==> config.mk <==
export PLATFORM = sky130hd
export DESIGN_NAME = and_stream_gate
export DESIGN_NICKNAME = d
export VERILOG_FILES = /design/src/rtl/and_stream_pkg.sv /design/src/rtl/and_stream_fifo.sv /design/src/rtl/and_stream_gate.sv
export SDC_FILE = /design/constraint.sdc
export NUM_CORES = 1
export LEC_CHECK = 0
export CORE_MARGIN = 4
export CORE_UTILIZATION = 41
export DETAILED_ROUTE_END_ITERATION = 16
export PLACE_DENSITY = 0.65
export SETUP_SLACK_MARGIN = 0.15
export SYNTH_ARGS = -nofsm -noshare
export SYNTH_HDL_FRONTEND = slang
export SYNTH_SLANG_ARGS = --single-unit
==> constraint.sdc <==
create_clock -name clk -period 5.55 [get_ports clk]
set_input_delay 1.11 -clock clk [delete_from_list [all_inputs] [get_ports clk]]
set_output_delay 1.11 -clock clk [all_outputs]
set_load 0.05 [all_outputs]
==> src/rtl/and_stream_pkg.sv <==
// Shared types and helpers for the AND stream gate: the operation select
// encoding, the per-entry result record and the bitwise operation itself.
package and_stream_pkg;

    // Widest operand the block supports; results are computed at this width
    // and then narrowed to the configured operand width.
    localparam int MAX_W = 64;

    // Operation select, sampled together with the operands.
    typedef enum logic [1:0] {
        AND_OP  = 2'd0,
        NAND_OP = 2'd1,
        ANDN_OP = 2'd2,
        RSVD_OP = 2'd3
    } mode_t;

    // One buffered result: the data word plus its reduction-AND, so the
    // all-ones flag never has to be recomputed on the output side.
    typedef struct packed {
        logic [MAX_W-1:0] data;
        logic             all_ones;
    } result_t;

    // Bitwise operation selected by the mode; the reserved code behaves as
    // a plain AND and is reported separately through the sticky error flag.
    function automatic logic [MAX_W-1:0] apply_op(
        input mode_t            m,
        input logic [MAX_W-1:0] x,
        input logic [MAX_W-1:0] z
    );
        logic [MAX_W-1:0] r;
        case (m)
            AND_OP:  r = x & z;
            NAND_OP: r = ~(x & z);
            ANDN_OP: r = x & ~z;
            default: r = x & z;
        endcase
        return r;
    endfunction

    // Mask with the low w bits set; a shift by the full width wraps to zero,
    // so subtracting one still yields all ones when w equals MAX_W.
    function automatic logic [MAX_W-1:0] low_mask(input int w);
        return (MAX_W'(1) << w) - MAX_W'(1);
    endfunction

endpackage

==> src/rtl/and_stream_fifo.sv <==
// Result buffer for the AND stream gate: a small circular FIFO whose
// write-side ready flag is registered so it never depends on the reader.
module and_stream_fifo
#(
    parameter int WIDTH = 9,
    parameter int DEPTH = 4
)
(
    input  logic                     clk,
    input  logic                     rst,
    input  logic                     wr_en,
    input  logic [WIDTH-1:0]         wr_data,
    input  logic                     rd_en,
    output logic [WIDTH-1:0]         rd_data,
    output logic                     can_write,
    output logic                     has_data,
    output logic [$clog2(DEPTH):0]   level
);

    localparam int PW = $clog2(DEPTH);
    localparam int LW = PW + 1;
    localparam logic [PW-1:0] LAST = PW'(DEPTH - 1);

    logic [WIDTH-1:0] mem [DEPTH];
    logic [PW-1:0]    wr_ptr;
    logic [PW-1:0]    rd_ptr;
    logic [PW-1:0]    wr_ptr_next;
    logic [PW-1:0]    rd_ptr_next;
    logic [LW-1:0]    level_next;
    logic             do_wr;
    logic             do_rd;

    assign has_data = (level != '0);
    assign do_wr    = wr_en && can_write;
    assign do_rd    = rd_en && has_data;

    // The head is only meaningful while something is held; otherwise drive
    // zeros so stale storage never leaks onto the output.
    assign rd_data  = has_data ? mem[rd_ptr] : '0;

    // Next pointer and occupancy values; pointers wrap explicitly at the
    // last entry and the level moves only when exactly one side transfers.
    always_comb begin
        wr_ptr_next = wr_ptr;
        rd_ptr_next = rd_ptr;
        level_next  = level;
        if (do_wr) begin
            wr_ptr_next = (wr_ptr == LAST) ? '0 : wr_ptr + PW'(1);
        end
        if (do_rd) begin
            rd_ptr_next = (rd_ptr == LAST) ? '0 : rd_ptr + PW'(1);
        end
        case ({do_wr, do_rd})
            2'b10:   level_next = level + LW'(1);
            2'b01:   level_next = level - LW'(1);
            default: level_next = level;
        endcase
    end

    // Storage array; no reset needed because the level gates what is visible.
    always_ff @(posedge clk) begin
        if (do_wr) begin
            mem[wr_ptr] <= wr_data;
        end
    end

    // Pointer, occupancy and registered ready state; reset empties the buffer
    // and holds the write side closed until the first edge after release.
    always_ff @(posedge clk) begin
        if (!rst) begin
            wr_ptr    <= '0;
            rd_ptr    <= '0;
            level     <= '0;
            can_write <= 1'b0;
        end else begin
            wr_ptr    <= wr_ptr_next;
            rd_ptr    <= rd_ptr_next;
            level     <= level_next;
            can_write <= (level_next < LW'(DEPTH));
        end
    end

endmodule

==> src/rtl/and_stream_gate.sv <==
// AND stream gate: takes operand pairs through a valid/ready handshake,
// applies the selected bitwise operation and queues the results in order.
module and_stream_gate
    import and_stream_pkg::*;
#(
    parameter int AND_INPUTS_WIDTH = 8,
    parameter int DEPTH            = 4
)
(
    input  logic                          clk,
    input  logic                          rst,
    input  logic                          in_valid,
    output logic                          in_ready,
    input  logic [AND_INPUTS_WIDTH-1:0]   a,
    input  logic [AND_INPUTS_WIDTH-1:0]   b,
    input  logic [1:0]                    mode,
    output logic                          out_valid,
    input  logic                          out_ready,
    output logic [AND_INPUTS_WIDTH-1:0]   y,
    output logic                          y_all_ones,
    output logic [$clog2(DEPTH):0]        level,
    output logic                          err
);

    localparam int W = AND_INPUTS_WIDTH;

    // Bits above the configured width are forced high so the reduction-AND
    // over the full record only reflects the live result bits.
    localparam logic [MAX_W-1:0] PAD_MASK = ~low_mask(W);

    mode_t            op_mode;
    logic [MAX_W-1:0] raw;
    result_t          entry;
    logic [W:0]       wr_word;
    logic [W:0]       rd_word;
    logic             accept;
    logic             can_write;
    logic             has_data;

    // Decode the operation and build the buffer entry {all_ones, data}.
    always_comb begin
        op_mode        = mode_t'(mode);
        raw            = apply_op(op_mode, MAX_W'(a), MAX_W'(b));
        entry.data     = raw | PAD_MASK;
        entry.all_ones = &entry.data;
        wr_word        = {entry.all_ones, entry.data[W-1:0]};
    end

    assign in_ready   = can_write;
    assign accept     = in_valid && can_write;
    assign out_valid  = has_data;
    assign y          = rd_word[W-1:0];
    assign y_all_ones = rd_word[W];

    // Sticky flag recording that a reserved-mode pair was ever accepted.
    always_ff @(posedge clk) begin
        if (!rst) begin
            err <= 1'b0;
        end else if (accept && (op_mode == RSVD_OP)) begin
            err <= 1'b1;
        end
    end

    and_stream_fifo #(
        .WIDTH (W + 1),
        .DEPTH (DEPTH)
    ) u_fifo (
        .clk       (clk),
        .rst       (rst),
        .wr_en     (in_valid),
        .wr_data   (wr_word),
        .rd_en     (out_ready),
        .rd_data   (rd_word),
        .can_write (can_write),
        .has_data  (has_data),
        .level     (level)
    );

endmodule

Word-level counts from Yosys, hierarchy flattened
Memory sizes are Yosys's and may differ from the RTL's. A register that Yosys moved wholly into a read port is not among the register bits.
Index checks and enable logic that the tools add are counted.
- flip-flop bits (word level): 9
- memory bits (writable): 36
- logic and storage cells: 36
- memories: 1
- add/subtract/negate cells: 4
- magnitude comparators: 1
- equality and inequality tests: 7
- muxes and demuxes: 9
- bitwise logic cells: 4
- reduce and logical (&&, ||, !) cells: 5
- memory list (name ; depth ; bits a word ; read ports ; clocked after memory_dff ; write ports ; RTL line ; text):
    u_fifo.mem ; 4 ; 9 ; 1 ; 1 ; 1 ; and_stream_fifo.sv:24 ; logic [WIDTH-1:0] mem [DEPTH];
- operators by type and width (kind ; number):
    8-bit bitwise AND ; 2
    8-bit inverter ; 2
    8-bit case mux with 2 select lines ; 1
    2-bit equality test (second input constant) ; 5
    9-bit 2-to-1 mux ; 1
    2-bit 2-to-1 mux ; 4
    8-bit AND reduction ; 1
    3-bit case mux with 2 select lines ; 1
    2-bit by 1-bit adder with 2-bit output (second input constant) ; 2
    2-bit by 1-bit equality test with 1-bit output (second input constant) ; 2
    3-bit by 1-bit adder with 3-bit output (second input constant) ; 1
    1-bit logical AND ; 3
    3-bit less-than comparator (second input constant) ; 1
    3-bit nonzero test ; 1
    3-bit by 1-bit subtractor with 3-bit output (second input constant) ; 1
    1-bit 2-to-1 mux ; 2

Logic depth before layout (Yosys ltp)
- depth in word-level cells: 5
- gate-level depth with buffers: 9

By module
From an unflattened synthesis, not the netlist that was laid out.
- cell total of the unflattened synthesis: 153
- area, all modules: 2224.6 um^2
- by module, submodules not included (module ; times used ; cells an instance ; area an instance (um^2)):
    and_stream_fifo ; 1 ; 108 ; 1858.0
    and_stream_gate ; 1 ; 45 ; 366.6

Worst setup path before layout
No wires, ideal clock.
- path type: register to output
- start point: reg u_fifo.level[0]
- end point: out y[0]
- arrival: 1.996 ns
- required time: 4.440 ns
- path slack: 2.444 ns
- stages on the path, launching flop included: 4
- path buffers: 1
- cells stage by stage: dfxtp_1 or3_1 clkbuf_1 and2_1
- word-level cells in the longest chain between the ends: 2
- RTL lines (element ; RTL line ; text):
    start: declaration ; and_stream_fifo.sv:17 ; output logic [$clog2(DEPTH):0] level
    start signal: assignment ; and_stream_fifo.sv:78 ; level <= level_next;
    3-bit nonzero test ; and_stream_fifo.sv:33 ; assign has_data = (level != '0);
    named net out_valid ; and_stream_gate.sv:17 ; output logic out_valid,
    9-bit 2-to-1 mux ; and_stream_fifo.sv:39 ; assign rd_data = has_data ? mem[rd_ptr] : '0;
    end: declaration ; and_stream_gate.sv:19 ; output logic [AND_INPUTS_WIDTH-1:0] y,
The timed path passes the listed nets, and every way through them passes these cells.

==> reports/results.tsv <==
stage	metric	value	unit
run_status	status	finished clean	
grt	initial antenna violation count	0	
final_layout	n_diodes	0	
routing	uppermost routed layer	met4	
die	Cell Rows	26	
synthesis	flops & latches, synth	47	
setup_path	crit-path cells	mux4_2, and2_1, clkdlybuf4s50_1	
clock_tree	root buffer cell	clkbuf_8	
clock_tree	CTS resizes	0	
sta	worst hold slack	0.508	ns
synthesis	Post-Synthesis Cells	152	
routing	Pre-antenna DRT Iters	4	
routing	WL met2	1920	µm
clock_tree	cts hold-fix bufs	0	
sta	Worst slew margin	59.2	%
final_layout	Syn-to-layout area delta	23.0	%
clock_tree	Clk Latency, worst-skew pair	0.29	ns
final_layout	Nets	222	
routing	drt first-iter violations	63	
min_path	Hold Crit Class	reg -> reg	
setup_path	Crit path largest cell delay	0.72	ns
routing	final WL	3900	µm
sta	final setup fails	0	
sta	fmax	280	MHz
routing	drc violations	0	
clock_tree	clock-pin slew on the worst setup and hold paths	0.08	ns
routing	Avg Vias per Cell	4.99	
sta	Setup TNS	0	ns
synthesis	syn nets	184	
die	chip width	81.1	µm
sta	Tcrit/Tclk final	64.4	%
grt	first-pass GRT wire length	6590	µm
run	Max Cap Viol	0	
die	die area	6570	µm²
clock_tree	CTS Buf Count	5	
setup_path	Arrival @ worst endpoint	2.47	ns
pwr	leakage dissipation	1.00	nW
clock_tree	clock buffer depth	2	
setup_path	Bufs and invs on worst path	1	
routing	Wirelength per Cell	14.9	µm
grt	Remaining Overflow, GRT	0	
grt	vias in the first global route	1364	
final_layout	final instance area	2690	µm²
setup_path	Crit. End Element	output pin	
die	core area	5140	µm²
setup_path	Worst Path Required	4.44	ns
grt	largest net degree at the start of global routing	18	
setup_path	CP startpoint kind	register	
clock_tree	CTS tree	built	
place	placed inst area	2600	µm²
routing	via count	1303	
routing	antenna viol nets, final	0	
clock_tree	clk sinks	47	
synthesis	Post-Synthesis Cell Area	2190	µm²
sta	RSZ-0062 raised after global routing	false	
final_layout	Layout Utilization	52.4	%
setup_path	cell with the largest stage delay on the worst path	dfxtp_1	
pwr	Peak VDD IR	184	µV
setup_path	Crit Path Max Fanout	9	
final_layout	share of cells above drive strength 1	9.42	%
die	Initial Utilization	42.6	%
synthesis	post-synthesis sequential area ratio	59.5	%
sta	Slew Limit Fails	0	
routing	met1 WL	1780	µm
clock_tree	Setup Fix Bufs, Post-CTS	0	
synthesis	Avg Inst Size Synth	14.4	µm²
synthesis	Distinct cells, synth	28	
clock_tree	Max H-tree Level	2	
sta	Final Skew	0.00872	ns
sta	Tightest Pin Transition	0.611	ns
sta	Final min period	3.58	ns
pwr	Tot Pwr	0.00124	W
routing	metal3 WL	169	µm
pwr	pwr dens	462	nW/µm²
place	HPWL Detailed	2860	µm
die	Die Span Y	81.1	µm
setup_path	delay-heaviest family, CP	flip-flops	
die	Ports	37	
place	routability cong.	0.791	
synthesis	Synth Warn #	0	
grt	GRT Util Overall	13.3	%
place	IO buf count	36	
setup_path	worst setup path category	reg -> out	
sta	Fin. Hold Viols	0	
## cell usage after synthesis, drive strengths merged
cell / count / area share (%)
edfxtp: 36 / 49
nand2: 13 / 2.2
and2: 12 / 3.4
dfxtp: 11 / 10
and3: 10 / 2.9
ha: 9 / 5.1
mux4: 9 / 9.3
nor2b: 7 / 2.0
a211o: 6 / 2.4
inv: 5 / 0.86
a21boi: 3 / 1.0
and4bb: 3 / 1.7
buf: 3 / 1.3
nor4bb: 3 / 1.4
xnor2: 3 / 1.2
a21oi: 2 / 0.46
and4: 2 / 0.80
clkbuf: 2 / 0.34
nand3: 2 / 0.46
nor2: 2 / 0.34
nor3: 2 / 0.46
or3: 2 / 0.57
a221oi: 1 / 0.40
a31oi: 1 / 0.29
fa: 1 / 0.91
mux2i: 1 / 0.46
o22ai: 1 / 0.29
## kinds of logic (layout without fill, tap and decap cells)
kind of cell | after synthesis | count (layout) | share of synthesized area (%)
AO/OA/AOI/OAI | 14 | 14 | 4.86
XOR/XNOR | 3 | 3 | 1.20
adder cells (fa/ha/maj) | 10 | 10 | 6.06
buffers and inverters | 10 | 49 | 2.46
flip-flops | 47 | 47 | 59.5
multiplexers | 10 | 10 | 9.72
AND/OR/NAND/NOR | 58 | 58 | 16.2
## worst reg2reg max path, stage by stage, from the launching register on
cell	delay (ns)
dfxtp_1	0.34
or3_1	0.55
nand2_1	0.21
inv_1	0.06
ha_1	0.22
fa_1	0.38
xnor2_1	0.18
nor2_1	0.07
xnor2_1	0.14
and2_1	0.16
## cell usage in the layout (no fill, tap or decap)
cell | Yosys | routed
nor2b_1 | 7 | 7
inv_1 | 5 | 5
and2_1 | 12 | 12
nand2_1 | 13 | 13
and4bb_2 | 3 | 3
mux2i_1 | 1 | 1
and3_1 | 10 | 10
a21boi_0 | 3 | 3
a21oi_1 | 2 | 2
mux4_2 | 9 | 9
clkbuf_8 | 0 | 6
clkinv_1 | 0 | 1
a221oi_1 | 1 | 1
edfxtp_1 | 36 | 36
nand3_1 | 2 | 2
nor2_1 | 2 | 2
clkdlybuf4s50_1 | 0 | 36
a31oi_1 | 1 | 1
or3_1 | 2 | 2
nor3_1 | 2 | 2
dfxtp_1 | 11 | 11
fa_1 | 1 | 1
a211o_1 | 6 | 6
xnor2_1 | 3 | 3
and4_1 | 2 | 2
nor4bb_1 | 3 | 3
ha_1 | 9 | 9
clkbuf_1 | 2 | 1
o22ai_1 | 1 | 1
## sequential cells by signal, summed over array words and instances, names as in the netlist, named ones only
signal            count
err                   1
u_fifo.mem           36
u_fifo.wr_ptr         2
u_fifo.can_write      1
u_fifo.rd_ptr         2
u_fifo.level          2
## where the power goes
part / switching, W / internal (W)
Clock: 0.000102 / 0.0000998
Sequential: 0.0000442 / 0.000423
Combinational: 0.000348 / 0.000225
Total: 0.000495 / 0.000748
## final cells by class
cell class              instances  area, µm²
flip-flops and latches         47       1300
multi-input cells              95        833
clock inverters                 1       3.75
repair buffers                 36        360
fillers                       458       2450
well taps                      70       87.6
inverters                       5       18.8
clock buffers                   7       86.3
## final timing paths
check / start / to / slack [ns] / cells past startpoint
worst max-delay path: register / y[4] / 1.97 / 3
worst min-delay path: err / err / 0.51 / 2
worst max register to register: register / u_fifo.can_write / 3.14 / 9
worst min register to register: err / err / 0.51 / 2
## stage by stage
step	instances	setup slack (ns)
after floorplan	152	2.44
after global placement	253	2.13
after detailed placement	253	2.04
after CTS	261	1.89
after global routing	261	1.83
final	261	1.97
## metal layers
layer  GRT usage (%)  up-vias
met5               0        -
met2            22.2       32
li1                -      647
met4            4.22        0
met3            3.22        2
met1            17.1      622
Power figures use the tool's default switching activity.
